[src/rtl/prod_win_acc.sv]
// Windowed sum of an unsigned product stream with a valid/ready output held until accepted.
// Define PROD_WIN_ACC_SAT_EN to saturate the window sum instead of wrapping it.
module prod_win_acc #(
    parameter int unsigned pw = 8,
    parameter int unsigned n  = 4,
    parameter int unsigned aw = 10
) (
    input  logic          clk,
    input  logic          rst,
    input  logic [pw-1:0] in,
    input  logic          in_vld,
    output logic          in_rdy,
    input  logic          flush,
    output logic [aw-1:0] out,
    output logic [3:0]    out_cnt,
    output logic          out_vld,
    input  logic          out_rdy,
    output logic          ovf
);

    typedef enum logic [1:0] {StIdle, StAcc, StFull} state_e;

    state_e        state_q, state_d;
    logic [aw-1:0] acc_q, acc_d;
    logic [3:0]    cnt_q, cnt_d;
    logic          win_ovf_q, win_ovf_d;
    logic [aw-1:0] out_q, out_d;
    logic [3:0]    out_cnt_q, out_cnt_d;
    logic          out_vld_q, out_vld_d;
    logic          ovf_q, ovf_d;

    logic          acc_in;
    logic          out_take;
    logic          close;
    logic [aw:0]   sum;
    logic          carry;
    logic [aw-1:0] add_acc;
    logic [aw-1:0] win_acc;
    logic [3:0]    win_cnt;
    logic          win_ovf;

    assign in_rdy  = !out_vld_q | out_rdy;
    assign out     = out_q;
    assign out_cnt = out_cnt_q;
    assign out_vld = out_vld_q;
    assign ovf     = ovf_q;

    // Running window value including this cycle's accepted sample, if any.
    always_comb begin
        acc_in   = in_vld & in_rdy;
        out_take = out_vld_q & out_rdy;
        sum      = {1'b0, acc_q} + (aw + 1)'(in);
        carry    = sum[aw];
`ifdef PROD_WIN_ACC_SAT_EN
        add_acc  = carry ? '1 : sum[aw-1:0];
`else
        add_acc  = sum[aw-1:0];
`endif
        win_acc  = acc_in ? add_acc : acc_q;
        win_cnt  = acc_in ? cnt_q + 4'd1 : cnt_q;
        win_ovf  = win_ovf_q | (acc_in & carry);
        // A flush only closes a window that holds at least one sample.
        close    = in_rdy & ((acc_in && win_cnt == 4'(n)) || (flush && win_cnt != 4'd0));
    end

    always_comb begin
        state_d   = state_q;
        acc_d     = win_acc;
        cnt_d     = win_cnt;
        win_ovf_d = win_ovf;
        out_d     = out_q;
        out_cnt_d = out_cnt_q;
        out_vld_d = out_vld_q;
        ovf_d     = ovf_q;
        if (close) begin
            out_d     = win_acc;
            out_cnt_d = win_cnt;
            ovf_d     = win_ovf;
            out_vld_d = 1'b1;
            acc_d     = '0;
            cnt_d     = 4'd0;
            win_ovf_d = 1'b0;
            state_d   = StFull;
        end else begin
            unique case (state_q)
                StIdle: if (acc_in) state_d = StAcc;
                StAcc:  state_d = StAcc;
                StFull: begin
                    if (out_take) begin
                        out_vld_d = 1'b0;
                        state_d   = acc_in ? StAcc : StIdle;
                    end
                end
                default: state_d = StIdle;
            endcase
        end
    end

    always_ff @(posedge clk) begin
        if (rst) begin
            state_q   <= StIdle;
            acc_q     <= '0;
            cnt_q     <= 4'd0;
            win_ovf_q <= 1'b0;
            out_q     <= '0;
            out_cnt_q <= 4'd0;
            out_vld_q <= 1'b0;
            ovf_q     <= 1'b0;
        end else begin
            state_q   <= state_d;
            acc_q     <= acc_d;
            cnt_q     <= cnt_d;
            win_ovf_q <= win_ovf_d;
            out_q     <= out_d;
            out_cnt_q <= out_cnt_d;
            out_vld_q <= out_vld_d;
            ovf_q     <= ovf_d;
        end
    end

endmodule

[config.mk]
export PLATFORM = sky130hd
export DESIGN_NAME = prod_win_acc
export DESIGN_NICKNAME = d
export VERILOG_FILES = /design/src/rtl/prod_win_acc.sv
export SDC_FILE = /design/constraint.sdc
export NUM_CORES = 1
export LEC_CHECK = 0
export BUFFER_PORTS_ARGS = -buffer_cell sky130_fd_sc_hd__buf_4
export CORE_MARGIN = 2
export CORE_UTILIZATION = 30
export CTS_CLUSTER_SIZE = 8
export DETAILED_ROUTE_END_ITERATION = 10
export GPL_TIMING_DRIVEN = 0
export PLACE_DENSITY = 0.56
export SYNTH_ARGS = -nofsm -noshare
export SYNTH_HDL_FRONTEND = slang
export SYNTH_SLANG_ARGS = --single-unit
[constraint.sdc]
create_clock -name clk -period 3.5 [get_ports clk]
set_clock_uncertainty 0.05 [all_clocks]
set_input_delay 0.7 -clock clk [delete_from_list [all_inputs] [get_ports clk]]
set_output_delay 0.7 -clock clk [all_outputs]
set_load 0.02 [all_outputs]
==> impl_metrics.toml <==
[logic_synthesis]
synthTopCellsByArea = "dfxtp_1, o2bb2ai_2, ha_1"
ys_seq_elements = 33
yosys.cell_types.count = 43
synth_top_area_cell = "dfxtp_1"
synth_top_area_share_pct = 39.7
synthTopCellsByCount = "dfxtp_1, nor2_1, nand2_1, o2bb2ai_2"
synthCells = 162
yosysSeqAreaShare_pct = 39.7
synth_ff_type = "dfxtp_1"
ys.warnings.count = 0
synthArstFlopShare_pct = 0
synth_edf_count = 0
synth_fp_nets = 185
avgSynthCellArea_um2 = 10.3
syn_area_um2 = 1660
yosysMostFrequentCell = "dfxtp_1"

[global_route]
grt_pass1_vias = 1239
overflow = 0
antenna_found_initial = 0
grt_max_degree = 12
grt_pass1_wl_um = 5660
track_usage_pct = 11.7

[min_path]
hold-path-endpoint = "state_q[0]$_SDFFE_PP0P_"
min_path_type = "flop to flop"
whs_path_depth = 1
min_from = "state_q[1]$_SDFFE_PP0P_"

[power_and_ir_drop]
ir_drop_uv = 143
p_sw_share_pct = 28.7
seq_power_share_pct = 40.5
power_uw = 1050
p_per_area_nw_per_um2 = 503
p_clk_share_pct = 35.8
intPower_uw = 749
combPwrFrac_pct = 23.7
p_switching_uw = 302
p_leak_uw = 0.000905

[timing]
tightestPinTransition_ns = 0.405
min_period_over_period_pct = 74.3
final.setup.tns_ns = 0
fmax_ghz = 0.385
relSlewSlack_pct = 73.0
hold_viol = 0
setup_viol = 0
rsz0062_at_grt = "no"
fin_crit_ns = 2.60
slew_violations = 0

[critical_path]
critical_path_arrival_ns = 2.72
cp.required_ns = 3.62
cp-end-kind = "flop"
rrSetupSlack_ns = 1.08
crit_slowest_cell = "o32ai_2"
crit_buf_inv = 5
r2r-end = "out_cnt[1]$_SDFFE_PP0P_"
worstRegToRegCells = 10
critPathTopFamily = "compound AO/OA/AOI/OAI gates"
critPathKind = "input pin to flop"
crit_chain = "buf_4 -> and2b_1 -> buf_6 -> inv_4 -> and2_4 -> buf_6 -> o31a_1 -> o32ai_2 -> or3_1 -> buf_4 -> o2bb2ai_2"
startpoint_type = "input pin"
crit_fanout = 10
reg2reg_from = "out_vld$_SDFFE_PP0P_"
cpPeakStageDelay_ns = 0.43

[cts]
cts_resized = 0
cts_hold_buffers = 0
post_cts_buffers = 0
cts_made_buffers = 5
clock_sinks = 33
clock_latency_ns = 0.28
clk_pin_slew_ns = 0.07
htreeDepth = 2
tritoncts = "done"
cts_buffer_depth = 2
root_buffer = "clkbuf_8"

[placed_design]
dp_hpwl_um = 2460
gp_congestion = 0.739
io_buffer_count = 29

[layout]
fill_cells = 551
diodes = 0
seq_area_um2 = 661
finish.net_count = 221
multi_input_area_um2 = 926
area_growth_pct = 25.7
drive_above_1_share_pct = 28.6

[die]
row_count = 27
die_h_um = 78.5
initial_core_util_pct = 30.6
dieArea_um2 = 6150
io_pins = 30
chipWidth_um = 78.5
core_um2 = 5440

[routing]
wl_um = 3300
num_vias = 1243
ant_nets = 0
drc = 0
viasPerCell = 4.59
dr.pass1.iters = 4
avgRoutedWirePerCell_um = 12.2
first_iter_violations = 44

[run]
max_cap_violations = 0

[outcome]
status = "finished clean"
-- layout by cell type, fill, tap and decap left out, types with 3 or more instances in the layout --
master     Yosys  layout
o2bb2ai_2     10      10
buf_6          3       3
xor2_1         5       5
xnor2_1        4       4
nand2_1       10      10
o21ai_0        4       4
and2_1         4       4
buf_4          1      30
mux2i_1        6       6
nor2b_1        3       3
a21oi_1        9       9
clkbuf_8       0       6
a21o_1         3       3
dfxtp_1       33      33
ha_1           9       9
a22o_1         3       3
nor2_1        19      19
-- flip-flops by register name, summed over array words and instances (netlist names) --
register,cells
out_cnt,4
state_q,2
out_vld,1
out,10
win_ovf_q,1
acc_q,10
ovf,1
cnt_q,4
-- worst reg2reg max path, cell delays in order, from the launching register on --
cell and delay (ns):
dfxtp_1 0.39, and2b_1 0.16, buf_6 0.13, inv_4 0.06, and2_4 0.15, buf_6 0.14
o31a_1 0.26, o32ai_2 0.43, or3_1 0.23, buf_4 0.24, o2bb2ai_2 0.08
-- routing by layer --
layer | vias to the layer above | track usage [%] | wire (µm)
li1 | 658 | - | -
met1 | 562 | 15.1 | 1720
met3 | 2 | 4.02 | 146
met2 | 21 | 18.4 | 1410
met4 | 0 | 3.68 | 19
met5 | - | 0 | 0
-- area by class of cell --
| cell class | count | area share [%] |
|---|---|---|
| Sequential cell | 33 | 31.6 |
| Inverter | 2 | 0.479 |
| Timing Repair Buffer | 29 | 10.4 |
| Buffer | 6 | 3.17 |
| Clock inverter | 2 | 1.80 |
| Multi-Input combinational cell | 121 | 44.3 |
| Tap cell | 72 | 4.31 |
| Clock buffer | 6 | 3.95 |
-- stage by stage --
stage / cells / util [%] / hold slack, ns / worst slack [ns] / area, µm²
6_report: 271 / 38.4 / 0.415 / 0.900 / 2090
2_1_floorplan: 162 / - / 0.378 / 0.922 / 1660
5_1_grt: 271 / 38.4 / 0.438 / 0.771 / 2090
4_1_cts: 271 / 38.4 / 0.421 / 0.891 / 2090
3_5_place_dp: 263 / 36.2 / 0.408 / 0.599 / 1970
3_3_place_gp: 263 / 36.2 / 0.399 / 0.565 / 1970
-- logic make-up after synthesis --
family | after synthesis | synth area share (%)
AOI/OAI and AO/OA | 44 | 23.6
adders and majority gates | 10 | 7.98
and+or+nand+nor | 52 | 15.8
DFF | 33 | 39.7
xor gates and xnor gates | 9 | 4.74
buffers and inverters | 8 | 4.59
muxes | 6 | 3.61
-- power by group through the flow --
stage	clock (µW)	sequential (µW)	combinational (µW)
3_5_place_dp	0	434	251
4_1_cts	387	426	253
6_report	376	425	249
3_3_place_gp	0	434	250
2_1_floorplan	0	446	167
5_1_grt	407	430	277
-- worst max path at each step --
stage,from,endpoint,slack [ns],cells after the start
4_1_cts,out_rdy,out_cnt[1]$_SDFFE_PP0P_,0.89,11
5_1_grt,out_rdy,out[5]$_SDFFE_PP0P_,0.77,11
3_3_place_gp,out_rdy,out[7]$_SDFFE_PP0P_,0.56,11
6_report,out_rdy,out_cnt[1]$_SDFFE_PP0P_,0.90,11
2_1_floorplan,out_rdy,ovf$_SDFFE_PP0P_,0.92,11
3_5_place_dp,out_rdy,out[6]$_SDFFE_PP0P_,0.60,11
Power figures use the tool's default switching activity.
